===== src/rtl/uart_pkg.sv =====
// Shared definitions for the configurable UART transmitter slice:
// FSM state encoding, parity-type constants and default widths.
package uart_pkg;

    typedef enum logic [2:0] {
        IDLE   = 3'd0,
        START  = 3'd1,
        DATA   = 3'd2,
        PARITY = 3'd3,
        STOP   = 3'd4
    } uart_state_e;

    localparam logic PAR_EVEN = 1'b0;
    localparam logic PAR_ODD  = 1'b1;

    localparam int DEF_DATA_WIDTH = 8;
    localparam int DEF_PRESC_W    = 6;

endpackage


===== src/rtl/uart_tx_cfg_if.sv =====
// Word-input handshake of the UART transmitter: the producer offers
// P_DATA with in_valid, the transmitter accepts when in_ready is high.
interface uart_tx_cfg_if
    import uart_pkg::*;
#(
    parameter int DATA_WIDTH = DEF_DATA_WIDTH
) ();

    logic [DATA_WIDTH-1:0] P_DATA;
    logic                  in_valid;
    logic                  in_ready;

    modport master (
        output P_DATA,
        output in_valid,
        input  in_ready
    );

    modport slave (
        input  P_DATA,
        input  in_valid,
        output in_ready
    );

endinterface


===== src/rtl/uart_baud_gen.sv =====
// Bit-time prescaler: counts 0..presc-1 while a frame is running and
// flags the last cycle of each line bit. Restarts from 0 on frame load.
module uart_baud_gen
    import uart_pkg::*;
#(
    parameter int PRESC_W = DEF_PRESC_W
) (
    input  logic               clk,
    input  logic               rst,
    input  logic               en,
    input  logic               restart,
    input  logic [PRESC_W-1:0] presc,     // already forced non-zero by the caller
    output logic               bit_tick
);

    logic [PRESC_W-1:0] cnt;

    assign bit_tick = en && (cnt == presc - PRESC_W'(1));

    // Prescale counter: held at 0 when idle, wraps at the end of each bit.
    always_ff @(posedge clk or posedge rst) begin
        if (rst) begin
            cnt <= '0;
        end else if (!en || restart || bit_tick) begin
            cnt <= '0;
        end else begin
            cnt <= cnt + PRESC_W'(1);
        end
    end

endmodule


===== src/rtl/uart_tx_cfg.sv =====
// Runtime-configurable UART transmitter: one-entry holding register on a
// valid/ready input, per-frame config snapshot, optional parity, 1/2 stop
// bits, and back-to-back frames with no idle gap.
module uart_tx_cfg
    import uart_pkg::*;
#(
    parameter int DATA_WIDTH = DEF_DATA_WIDTH,
    parameter int PRESC_W    = DEF_PRESC_W
) (
    input  logic               clk,
    input  logic               rst,
    input  logic [PRESC_W-1:0] PRESCALE,
    input  logic               PAR_EN,
    input  logic               PAR_TYP,
    input  logic               STOP2,
    uart_tx_cfg_if.slave       in_if,
    output logic               TX_OUT,
    output logic               busy,
    output logic               frame_done
);

    localparam int BCW = $clog2(DATA_WIDTH);

    uart_state_e           state;
    logic                  hr_valid;
    logic [DATA_WIDTH-1:0] hr_data;
    logic [DATA_WIDTH-1:0] shreg;
    logic                  par_bit;
    logic                  snap_par_en;
    logic                  snap_stop2;
    logic [PRESC_W-1:0]    snap_presc;
    logic [BCW-1:0]        bit_cnt;
    logic                  stop_cnt;

    logic                  bit_tick;
    logic                  last_stop;
    logic                  accept;
    logic                  load;

    assign in_if.in_ready = !hr_valid;
    assign accept         = in_if.in_valid && !hr_valid;
    assign busy           = (state != IDLE);
    assign last_stop      = !snap_stop2 || stop_cnt;
    // High during the last cycle of the final stop bit.
    assign frame_done     = (state == STOP) && bit_tick && last_stop;
    // Holding register moves into the shift register when idle or as the
    // current frame ends; accept never coincides since in_ready is then 0.
    assign load           = hr_valid && ((state == IDLE) || frame_done);

    uart_baud_gen #(
        .PRESC_W (PRESC_W)
    ) u_baud (
        .clk      (clk),
        .rst      (rst),
        .en       (busy),
        .restart  (load),
        .presc    (snap_presc),
        .bit_tick (bit_tick)
    );

    // Holding register, frame snapshot and transmit FSM with registered TX_OUT.
    always_ff @(posedge clk or posedge rst) begin
        if (rst) begin
            state       <= IDLE;
            TX_OUT      <= 1'b1;
            hr_valid    <= 1'b0;
            hr_data     <= '0;
            shreg       <= '0;
            par_bit     <= 1'b0;
            snap_par_en <= 1'b0;
            snap_stop2  <= 1'b0;
            snap_presc  <= PRESC_W'(1);
            bit_cnt     <= '0;
            stop_cnt    <= 1'b0;
        end else begin
            // NOTE: non-blocking throughout, so every branch below sees the
            // pre-edge values of state, shreg and hr_valid.
            if (accept) begin
                hr_data  <= in_if.P_DATA;
                hr_valid <= 1'b1;
            end

            if (load) begin
                shreg       <= hr_data;
                hr_valid    <= 1'b0;
                snap_par_en <= PAR_EN;
                snap_stop2  <= STOP2;
                snap_presc  <= (PRESCALE == '0) ? PRESC_W'(1) : PRESCALE;
                case (PAR_TYP)
                    PAR_EVEN: par_bit <= ^hr_data;
                    PAR_ODD:  par_bit <= ~(^hr_data);
                endcase
                bit_cnt     <= '0;
                stop_cnt    <= 1'b0;
                state       <= START;
                TX_OUT      <= 1'b0;
            end else begin
                case (state)
                    IDLE: begin
                        TX_OUT <= 1'b1;
                    end
                    START: begin
                        if (bit_tick) begin
                            state  <= DATA;
                            TX_OUT <= shreg[0];
                        end
                    end
                    DATA: begin
                        if (bit_tick) begin
                            if (bit_cnt == BCW'(DATA_WIDTH - 1)) begin
                                if (snap_par_en) begin
                                    state  <= PARITY;
                                    TX_OUT <= par_bit;
                                end else begin
                                    state  <= STOP;
                                    TX_OUT <= 1'b1;
                                end
                            end else begin
                                bit_cnt <= bit_cnt + BCW'(1);
                                shreg   <= shreg >> 1;
                                TX_OUT  <= shreg[1];
                            end
                        end
                    end
                    PARITY: begin
                        if (bit_tick) begin
                            state  <= STOP;
                            TX_OUT <= 1'b1;
                        end
                    end
                    STOP: begin
                        if (bit_tick) begin
                            if (last_stop) begin
                                state  <= IDLE;
                                TX_OUT <= 1'b1;
                            end else begin
                                stop_cnt <= 1'b1;
                            end
                        end
                    end
                    default: begin
                        state  <= IDLE;
                        TX_OUT <= 1'b1;
                    end
                endcase
            end
        end
    end

endmodule


===== src/flat_wrapper.sv =====
// flat-port wrapper written by rule: the top's interface ports become plain ports
module uart_tx_cfg_flat import uart_pkg::*;
#(
    parameter int DATA_WIDTH = DEF_DATA_WIDTH,
    parameter int PRESC_W    = DEF_PRESC_W
)
  (clk, rst, PRESCALE, PAR_EN, PAR_TYP, STOP2, TX_OUT, busy, frame_done, in_if_P_DATA, in_if_in_valid, in_if_in_ready);
  uart_tx_cfg_if #(.DATA_WIDTH(DATA_WIDTH)) in_if_i ();
  input  logic clk;
  input  logic rst;
  input  logic [PRESC_W-1:0] PRESCALE;
  input  logic PAR_EN;
  input  logic PAR_TYP;
  input  logic STOP2;
  output logic TX_OUT;
  output logic busy;
  output logic frame_done;
  input wire logic [$bits(in_if_i.P_DATA)-1:0] in_if_P_DATA;
  input wire logic [$bits(in_if_i.in_valid)-1:0] in_if_in_valid;
  output wire logic [$bits(in_if_i.in_ready)-1:0] in_if_in_ready;
  assign in_if_i.P_DATA = in_if_P_DATA;
  assign in_if_i.in_valid = in_if_in_valid;
  assign in_if_in_ready = in_if_i.in_ready;
  uart_tx_cfg #(.DATA_WIDTH(DATA_WIDTH), .PRESC_W(PRESC_W)) u_core (.clk(clk), .rst(rst), .PRESCALE(PRESCALE), .PAR_EN(PAR_EN), .PAR_TYP(PAR_TYP), .STOP2(STOP2), .in_if(in_if_i), .TX_OUT(TX_OUT), .busy(busy), .frame_done(frame_done));
endmodule

===== config.mk =====
export PLATFORM = sky130hd
export DESIGN_NAME = uart_tx_cfg_flat
export DESIGN_NICKNAME = d
export VERILOG_FILES = /design/src/rtl/uart_pkg.sv /design/src/rtl/uart_tx_cfg_if.sv /design/src/rtl/uart_baud_gen.sv /design/src/rtl/uart_tx_cfg.sv /design/src/flat_wrapper.sv
export SDC_FILE = /design/constraint.sdc
export NUM_CORES = 1
export LEC_CHECK = 0
export CAP_MARGIN = 10
export CORE_ASPECT_RATIO = 0.8
export CORE_MARGIN = 5
export CORE_UTILIZATION = 30
export DETAILED_ROUTE_END_ITERATION = 16
export SLEW_MARGIN = 25
export SYNTH_ARGS = -nofsm -noshare
export SYNTH_HDL_FRONTEND = slang
export SYNTH_SLANG_ARGS = --single-unit

===== constraint.sdc =====
create_clock -name clk -period 5.3 [get_ports clk]
set_input_delay 1.06 -clock clk [delete_from_list [all_inputs] [get_ports clk]]
set_output_delay 1.06 -clock clk [all_outputs]
set_load 0.02 [all_outputs]

* Word level (Yosys, flattened, before mapping) *
Index checks and enable logic that the tools add are counted.

cells by class
  $add $sub $neg = 3
  equality and inequality tests = 15
  muxes and demuxes = 35
  bitwise operators = 2
  reductions and logical operators = 24

operator list
  operator                                                                 number
  3-bit two-way mux                                                        12
  8-bit two-way mux                                                        4
  3-bit by 2-bit inequality test with 1-bit output, second input constant  6
  3-bit case mux with 5 select lines                                       1
  1-bit two-way mux                                                        14
  6-bit two-way mux                                                        2
  2-bit nonzero test                                                       4
  8-bit parity                                                             1
  7-bit AND reduction                                                      1
  6-bit by 1-bit adder with 6-bit output, second input constant            1
  3-bit by 2-bit equality test with 1-bit output, second input constant    2
  3-bit equality test, second input constant                               2
  6-bit equality test                                                      1
  6-bit logical NOT                                                        1
  2-bit inequality test, second input constant                             3
  3-bit AND reduction                                                      2
  6-bit by 1-bit subtractor with 6-bit output, second input constant       1
  1-bit logical AND                                                        5
  5-bit AND reduction                                                      1
  1-bit logical OR                                                         4
  1-bit case mux with 4 select lines                                       1
  3-bit by 1-bit adder with 3-bit output, second input constant            1
  3-bit by 1-bit equality test with 1-bit output, second input constant    1
  1-bit logical NOT                                                        3
  4 further kinds                                                          5

word-level totals
  register bits after elaboration = 40
  bits of input ports = 20
  output and inout bits = 4
  word-level logic and storage cells = 91

* Depth between registers and ports, before layout *
  depth after elaboration = 10
  gate-level depth with buffers = 9
  depth with buffers taken out = 8

* Hierarchy *
A second synthesis with hierarchy kept.

second synthesis, totals
  cells, all modules = 181
  area, all modules = 2,090.8 sq um

modules (own cells, without submodules)
  module         instances  cells each  area an instance (sq um)  seq. area each (sq um)
  uart_tx_cfg    1          137         1,636.6                   853.3
  uart_baud_gen  1          44          454.2                     150.1

* Least setup slack after synthesis *
OpenSTA, ideal clock, no wires.

  path kind = reg2out
  start = reg u_core.snap_presc[0]
  end = out frame_done
  data arrival time = 2.001 ns
  data required time = 4.240 ns
  slack = 2.239 ns
  cell stages (with the launch flop) = 9
  path through = dfstp_2 -> inv_1 -> ha_1 -> and2_2 -> o21a_1 -> o31ai_4 -> and3_1 -> buf_6 -> and4_1

between the ends
  cells in the longest elaborated chain, start to end = 5

RTL lines
  item                                         line                 source
  from (decl)                                  uart_tx_cfg.sv:31    logic [PRESC_W-1:0] snap_presc;
  from (signal assigned)                       uart_tx_cfg.sv:88    snap_presc <= (PRESCALE == '0) ? PRESC_W'(1) : PRESCALE;
  6-bit by 1-bit subtractor with 6-bit output  uart_baud_gen.sv:18  assign bit_tick = en && (cnt == presc - PRESC_W'(1));
  6-bit equality test                          uart_baud_gen.sv:18
  1-bit logical AND                            uart_baud_gen.sv:18
  1-bit logical AND (2 in a row)               uart_tx_cfg.sv:45    assign frame_done = (state == STOP) && bit_tick && last_stop;
  to (decl)                                    flat_wrapper.sv:17   output logic frame_done;

Every way passes these cells.

* Worst setup path after layout *
Ends and elaborated chain as after synthesis.

==> impl_metrics.ini <==
[routing]
via_per_inst = 4.70
drc_errors = 0
routed_wl_mm = 3.91
wire_per_inst_um = 13.2
ant_nets = 0
vias = 1390
drt_pass1_iterations = 5
drtIter0Drc = 33

[floorplanning]
dieArea_um2 = 8920
die_w_um = 104
boundaryPins = 24
row_count = 27
start_util = 0.310
die_y_um = 85.5
coreArea_um2 = 6890

[cells_and_area]
area_growth_syn_to_layout_pct = 17.2
post-route-util = 0.363
nets = 232
drive_above_1_share = 0.144
fin_area_um2 = 2500
insertedDiodeCount = 0

[place]
place_ws_ns = 1.55
hpwlAfterDp_mm = 2.92
gp_congestion = 0.798
port_buffers = 23
place_area_um2 = 2420

[critical_path]
arrival_ns = 2.99
crit_path_max_incr_delay_ns = 0.61
r2r_start = u_core.snap_presc[0]
cp.required_ns = 4.24
path_cells = inv_1 > ha_1 > and2_2 > o21a_1 > o31ai_4 > and3_1 > and4_1 > clkdlybuf4s50_1
crit_fanout = 6
critical_path_class = reg2out
worst_setup_path_end_kind = output port
critPathLaunchType = flip-flop
r2r_cells = 8
r2r_end = u_core.shreg[2]
worst_path_max_delay_cell = clkdlybuf4s50_1
r2r_setup_slack_ns = 2.36

[global_routing]
grt_first_pass_wirelength_mm = 6.95
grt_pass1_vias = 1428
track_usage = 0.0947
grt.overflow.total = 0
grt_start_max_net_pins = 41
antenna_found_initial = 0

[yosys]
yosys_register_bits = 40
synth_edf_count = 0
syn_area_um2 = 2140
syn-num-nets = 208
synth.top_cell.area_share = 0.445
synthArstFlopShare = 1.00
syn_avg_cell_area_um2 = 11.6
yosys_warnings = 0
synth_cells = 184
synth_area_leaders = dfrtp_1 45%, mux2_1 7.9%, mux2_2 7.9%
yosys.cell_types.count = 40
synth-seq-area-share = 0.470
synthFlopType = dfrtp_1
post-synth-top-count-cell = dfrtp_1
synth_common_cells = 38 x dfrtp_1, 16 x nor2_1, 15 x mux2_1, 15 x mux2_2, 14 x xnor2_1
yosys.area.top_type = dfrtp_1

[timing]
slew_violations = 0
timing.fmax_ghz = 0.247
hold_viol = 0
tightest_slew_ns = 0.808
setup_ws_ns = 1.25
period_minus_slack_ns = 4.05
finalClockSkew_ns = 0.00439
fin_setup_tns_ns = 0
rsz0062_at_grt = no
setup_viol = 0
slew_headroom = 0.460
fin_crit_sh = 0.764

[flow_run]
drv_cap = 0

[clock_network]
clkTransAtPathRegs_ns = 0.07
insertion_delay_ns = 0.29
h-tree-depth = 2
ctsResizeCount = 0
hold_buffers = 0
clockBufferDepth = 2
cts_num_sinks = 40
cts_root_buffer = clkbuf_8
tritoncts = built
cts_made_buffers = 5
cts_setup_buffers = 0

[pwr]
p_per_area_nw_per_um2 = 530
ir_worst_vdd_mv = 0.247
p_leak_nw = 1.06

[worst_hold_path]
min_to = u_core.stop_cnt
min-delay-start = u_core.stop_cnt
min_path_cells = 2
hold_class = reg2reg

[outcome]
outcome = complete, no violations
## cell usage in the layout (no fill, tap or decap), drive strengths merged, types with 2 or more instances in the layout
| master | count |
|---|---|
| a31oi | 2 |
| nand3 | 4 |
| and4 | 2 |
| mux2i | 6 |
| nand2 | 11 |
| clkbuf | 7 |
| xor2 | 6 |
| xnor2 | 14 |
| ha | 4 |
| nand3b | 2 |
| mux2 | 30 |
| o21ai | 6 |
| clkdlybuf4s50 | 23 |
| and2 | 2 |
| dfstp | 2 |
| nor3 | 5 |
| inv | 8 |
| nor2 | 16 |
| dfrtp | 38 |
| o21a | 2 |
| nor2b | 2 |
## metrics by stage
step	power, mW	instances	hold WS [ns]
floorplan	1.03	184	0.455
global placement	1.13	288	0.479
detailed placement	1.14	288	0.494
CTS	1.34	296	0.514
global route	1.43	296	0.540
finish	1.33	296	0.508
## worst max path at each step
stage | start | to | slack, ns | cells past startpoint
6_report | u_core.snap_presc[0] | frame_done | 1.25 | 8
5_1_grt | u_core.snap_presc[0] | frame_done | 1.09 | 8
4_1_cts | u_core.snap_presc[0] | frame_done | 1.23 | 8
3_5_place_dp | u_core.snap_presc[0] | frame_done | 1.55 | 8
3_3_place_gp | u_core.snap_presc[0] | frame_done | 1.61 | 8
2_1_floorplan | u_core.snap_presc[0] | frame_done | 2.24 | 8
## state kept, by name, indices dropped and copies added (netlist names)
register,count
u_core.hr_valid,1
u_core.hr_data,8
u_core.shreg,8
u_core.snap_presc,6
u_core.state,3
u_core.snap_par_en,1
u_core.TX_OUT,1
u_core.snap_stop2,1
u_core.u_baud.cnt,6
u_core.bit_cnt,3
u_core.stop_cnt,1
u_core.par_bit,1
## per-layer routing
layer	share of wire	wire length (um)	global-route usage
met5	0	0	0
met2	0.43	1690	0.140
met3	0.041	160	0.0281
met4	0.011	44	0.0282
met1	0.52	2020	0.133
## logic make-up after synthesis
logic type / synth area share
and+or+nand+nor: 0.117
DFF: 0.470
muxes: 0.186
xor gates and xnor gates: 0.0820
AOI/OAI and AO/OA: 0.0791
buffers and inverters: 0.0422
adders and majority gates: 0.0234
## critical path, delay by kind of cell, from the launching register on
kind	cells	cell delay [ns]
flops	1	0.57
simple gates	3	0.84
buf+inv	2	0.67
compound gates	2	0.42
fa+ha+maj	1	0.20
## layout make-up
type                            instances  area [um2]
Clock buffer                            7        76.3
Clock inverter                          1        5.00
Fill cell                             711        4390
Inverter                                8        30.0
Multi-Input combinational cell        129        1040
Sequential cell                        40        1000
Tap cell                               87         109
Timing Repair Buffer                   24         238
## power breakdown
group	internal [mW]	switching [mW]
combinational	0.308	0.259
sequential	0.442	0.124
clock	0.0924	0.101
Note: power is estimated with default switching activity, not from simulation.
